===== src/rtl/rr_arbiter_8.sv =====
// rr_arbiter_8: round-robin arbiter granting one of 8 requesters access to a
// shared resource. The grant is presented one-hot and as an encoded index, is
// held until done, requester withdrawal or a hold timeout, and is always
// followed by one idle cycle before the next grant.
module rr_arbiter_8 #(
    parameter int MAX_HOLD = 16,  // forced-release limit in cycles; 0 = no limit
    parameter int CNT_W    = 5    // hold counter width; must be able to hold MAX_HOLD
) (
    input  logic       clk,
    input  logic       rst_n,
    input  logic [7:0] req,
    input  logic       done,
    output logic [7:0] grant,
    output logic [2:0] grant_id,
    output logic       grant_valid,
    output logic       timeout
);

    localparam int NUM_REQ = 8;

    // Timeout fires in the cycle the counter reaches MAX_HOLD-1, so a grant
    // stays visible for exactly MAX_HOLD cycles.
    localparam bit               TO_EN     = (MAX_HOLD != 0);
    localparam logic [CNT_W-1:0] HOLD_LAST = TO_EN ? CNT_W'(MAX_HOLD - 1) : '0;

    typedef enum logic {
        IDLE,
        BUSY
    } state_t;

    state_t             state;
    logic [2:0]         ptr;       // index searched first on the next grant
    logic [CNT_W-1:0]   hold_cnt;  // cycles the current grant has been visible

    logic [NUM_REQ-1:0] req_rot;   // req rotated so bit 0 is the ptr position
    logic [2:0]         off;       // distance from ptr to the winning requester
    logic               any_req;
    logic [2:0]         win;

    logic               rel_done;
    logic               rel_wdraw;
    logic               rel_to;
    logic               release_now;

    // Rotate the request vector so a plain lowest-bit-first priority encoder
    // implements the round-robin search starting at ptr (3-bit add wraps mod 8).
    genvar j;
    generate
        for (j = 0; j < NUM_REQ; j++) begin : g_rot
            assign req_rot[j] = req[ptr + 3'(j)];
        end
    endgenerate

    // Lowest set bit of the rotated vector is the nearest requester after ptr.
    always_comb begin
        off = 3'd0;
        for (int k = NUM_REQ - 1; k >= 0; k--) begin
            if (req_rot[k]) off = 3'(k);
        end
    end

    assign any_req = |req;
    assign win     = ptr + off;

    // Release causes while BUSY; done and withdrawal take precedence over the
    // timeout so a coincident timeout is not reported.
    assign rel_done    = done;
    assign rel_wdraw   = ~req[grant_id];
    assign rel_to      = TO_EN && (hold_cnt == HOLD_LAST);
    assign release_now = rel_done | rel_wdraw | rel_to;

    // Arbitration FSM with all outputs registered.
    always_ff @(posedge clk or negedge rst_n) begin
        if (!rst_n) begin
            state       <= IDLE;
            grant       <= '0;
            grant_id    <= '0;
            grant_valid <= 1'b0;
            timeout     <= 1'b0;
            ptr         <= '0;
            hold_cnt    <= '0;
        end else begin
            case (state)
                IDLE: begin
                    timeout <= 1'b0;
                    if (any_req) begin
                        state       <= BUSY;
                        grant       <= 8'b1 << win;
                        grant_id    <= win;
                        grant_valid <= 1'b1;
                        hold_cnt    <= '0;
                    end
                end
                BUSY: begin
                    if (release_now) begin
                        state       <= IDLE;
                        grant       <= '0;
                        grant_valid <= 1'b0;
                        ptr         <= grant_id + 3'd1;
                        hold_cnt    <= '0;
                        timeout     <= rel_to & ~rel_done & ~rel_wdraw;
                    end else begin
                        timeout <= 1'b0;
                        // Saturate instead of wrapping when there is no limit.
                        if (hold_cnt != '1) hold_cnt <= hold_cnt + 1'b1;
                    end
                end
                default: begin
                    state       <= IDLE;
                    grant       <= '0;
                    grant_valid <= 1'b0;
                    timeout     <= 1'b0;
                end
            endcase
        end
    end

endmodule


===== config.mk =====
export PLATFORM = sky130hd
export DESIGN_NAME = rr_arbiter_8
export DESIGN_NICKNAME = d
export VERILOG_FILES = /design/src/rtl/rr_arbiter_8.sv
export SDC_FILE = /design/constraint.sdc
export NUM_CORES = 1
export LEC_CHECK = 0
export CAP_MARGIN = 20
export CORE_ASPECT_RATIO = 1.1
export CORE_MARGIN = 4
export CORE_UTILIZATION = 60
export DETAILED_ROUTE_END_ITERATION = 8
export GPL_TIMING_DRIVEN = 0
export PLACE_DENSITY = 0.86
export SLEW_MARGIN = 20
export SYNTH_ARGS = -nofsm -noshare
export SYNTH_HDL_FRONTEND = slang
export SYNTH_SLANG_ARGS = --single-unit

===== constraint.sdc =====
create_clock -name clk -period 7.2 [get_ports clk]
set_clock_uncertainty 0.1 [all_clocks]
set_input_delay 1.44 -clock clk [delete_from_list [all_inputs] [get_ports clk]]
set_output_delay 1.44 -clock clk [all_outputs]
set_load 0.01 [all_outputs]

==> flow_summary.toml <==
[run_status]
outcome = "completed"

[cells_and_area]
area_growth_pct = 17.48
utilization_pct = 76.36
drive_above_1_share_pct = 13.30
fin_nets = 223
antenna_cells = 0
stdcell_area_sq_um = 2178

[sta]
hold_viol_final = 0
worst_pin_slew_ps = 963.8
rsz0062_at_grt = "false"
fmax_mhz = 215.4
max_slew_margin_pct = 35.55
setup-tns-final_ps = 0
post-route-period-util_pct = 64.49
post-route-min-period_ps = 4643
fin_ws_ps = 2557
final_max_slew_viol_count = 0
setup_viol = 0

[place]
pre_cts_ws_ps = 2294
hpwl_mm = 3.104
placed_area_sq_um = 2126
globalplace.congestion = 0.8247
port_buffers = 23

[clocking]
cts_made_buffers = 3
cts_max_path_buffers = 2
ctsHoldBuffers = 0
h-tree-depth = 1
postCtsSetupBuffers = 0
cts_tree = "built"
clk_pin_slew_ps = 130
ctsResizeCount = 0
clock-sinks = 22
clk-insertion-delay-late_ps = 310
cts_root_buf = "clkbuf_4"

[setup_path]
path_cells = "clkdlybuf4s50_1 > mux4_1 > mux2_4 > a211oi_4 > nor2_1 > a21oi_1 > o32a_2 > fa_1 > nor4_1 > o21ai_1 > nand3_1"
end_kind = "flop"
crit_family = "multiplexers"
required_ps = 7360
cp_data_arrival_time_ps = 4800
r2r_setup_slack_ps = 3080
cp_slowest_cell = "mux4_1"
crit_fanout = 6
cp-start-kind = "primary input"
r2r_start = "ptr[0]"
timing.rr.end = "grant[6]"
critPathBufInv = 1
r2r_cells = 14
crit_type = "primary input to flop"
slowest_delay_ps = 560

[synthesis]
yosysSeqAreaShare_pct = 29.69
syn_inst = 176
syn_area_sq_um = 1854
synth_cell_types = 41
yosysWarnings = 0
synth.ff_latch_count = 22
syn-num-nets = 195
syn_area_per_cell_sq_um = 10.54

[routing]
drc = 0
drt_iter0_markers = 91
vias_per_cell = 6.466
wl_mm = 4.013
drtAntennaViolNets = 0
firstDrtPassIters = 4
vias = 1526
wl_per_cell_um = 17.00

[global_route]
grt_usage_pct = 22.41
grt-ovfl-total = 0
grt_pass1_vias = 1491
grt_pass1_wl_mm = 6.831
antenna_found_initial = 0
grt_max_degree = 23

[job]
drv_cap = 0

[die]
initial_utilization_pct = 65.00
die_h_um = 66.31
core_area_sq_um = 2853
ioPinCount = 24
num_rows = 20
die_w_um = 61.01
die-area_sq_um = 4045

[power_and_ir_drop]
power_density_nw_per_um2 = 517.0
total_power_mw = 1.126
p_leak_nw = 0.9196
ir_drop_mv = 0.4263

[worst_hold_path]
hold-path-endpoint = "grant_valid"
min_path_type = "flop to flop"
min_path_cells = 2
worstHoldStart = "grant_valid"
==> synth_stat cells, drive strengths merged <==
master	count	area, sq um
dfrtp	22	550.5
nand3	19	95.09
nand2	14	52.55
mux4	13	322.8
nor2	12	45.04
o21ai	12	63.81
ha	7	87.58
inv	7	26.28
a21oi	6	30.03
mux2i	6	60.06
nor2b	6	45.04
buf	5	31.28
xor2	5	43.79
mux2	4	48.79
nor4	4	25.02
and2	3	18.77
nand2b	3	18.77
nand3b	3	22.52
nor3	3	15.01
xnor2	3	26.28
a31oi	2	12.51
o2111a	2	25.02
o2111ai	2	52.55
o21bai	2	26.28
o22ai	2	12.51
a211o	1	8.760
a211oi	1	20.02
a22oi	1	7.510
and2b	1	7.510
and3	1	6.260
fa	1	20.02
nor3b	1	7.510
o31ai	1	7.510
o32a	1	11.26
==> power by group <==
part	internal [mW]	total [mW]	switching, mW
logic	0.382	0.836	0.454
clock network	0.0563	0.0944	0.0381
registers	0.161	0.196	0.0347
total	0.600	1.13	0.526
==> how the worst max path moves through the flow <==
| stage | from | end | slack (ps) | cells past startpoint |
|---|---|---|---|---|
| floorplan | req[7] | grant[2] | 3140 | 10 |
| global placement | req[3] | grant[2] | 2410 | 11 |
| detailed placement | req[7] | grant[2] | 2290 | 11 |
| CTS | req[7] | grant[6] | 2550 | 11 |
| global route | req[7] | grant[6] | 2350 | 11 |
| finish | req[7] | grant[6] | 2560 | 11 |
==> stage by stage <==
step / std cells / hold WS [ps]
after floorplan: 176 / 378.6
after global placement: 232 / 367.4
after detailed placement: 232 / 374.2
after CTS: 236 / 408.1
after global routing: 236 / 438.1
final: 236 / 402.8
==> kinds of logic (layout without fill, tap and decap cells) <==
logic type,after synthesis,after routing,synth area share (%)
adder cells (fa/ha/maj),8,8,5.803
AO/OA/AOI/OAI,33,33,14.98
flip-flops,22,22,29.69
buffers and inverters,12,39,3.104
multiplexers,23,23,23.28
XOR/XNOR,8,8,3.779
AND/OR/NAND/NOR,70,70,19.37
==> cells in the final DEF (no fill, tap or decap), drive strengths merged, types with 2 or more instances in the layout <==
| cell | Yosys | layout |
|---|---|---|
| o2111ai | 2 | 2 |
| ha | 7 | 7 |
| dfrtp | 22 | 22 |
| nor3 | 3 | 3 |
| xor2 | 5 | 5 |
| o2111a | 2 | 2 |
| clkbuf | 0 | 3 |
| nor4 | 4 | 4 |
| nand3b | 3 | 3 |
| nand2 | 14 | 14 |
| o21ai | 12 | 12 |
| mux2i | 6 | 6 |
| a21oi | 6 | 6 |
| nand2b | 3 | 3 |
| nand3 | 19 | 19 |
| and2 | 3 | 3 |
| buf | 5 | 5 |
| mux4 | 13 | 13 |
| o22ai | 2 | 2 |
| a31oi | 2 | 2 |
| nor2b | 6 | 6 |
| o21bai | 2 | 2 |
| xnor2 | 3 | 3 |
| nor2 | 12 | 12 |
| mux2 | 4 | 4 |
| inv | 7 | 7 |
| clkdlybuf4s50 | 0 | 23 |
==> worst min-delay path, cell delays in order, from the launching register on <==
cell     delay, ps
dfrtp_1        370
nand2_1         50
nand2_1         60
==> final cells by class <==
cell class	count	area, sq um
buffer	5	31.28
clock buffer	3	22.52
clock inverter	1	30.03
fill	203	674.4
inverter	7	26.28
multi-input combinational	142	1246
sequential	22	550.5
tap	33	41.29
timing repair buffer	23	230.2
==> flip-flops by register name, summed over array words and instances (netlist names) <==
signal	cells
hold_cnt	5
grant_id	3
timeout	1
grant_valid	1
state	1
ptr	3
grant	8
==> routing by layer <==
layer,part of all wire (%),track usage [%]
met1,41,26.57
met3,3.1,3.125
met4,2.1,6.775
met2,54,40.78
met5,0,0
(Power assumes the default switching activity.)
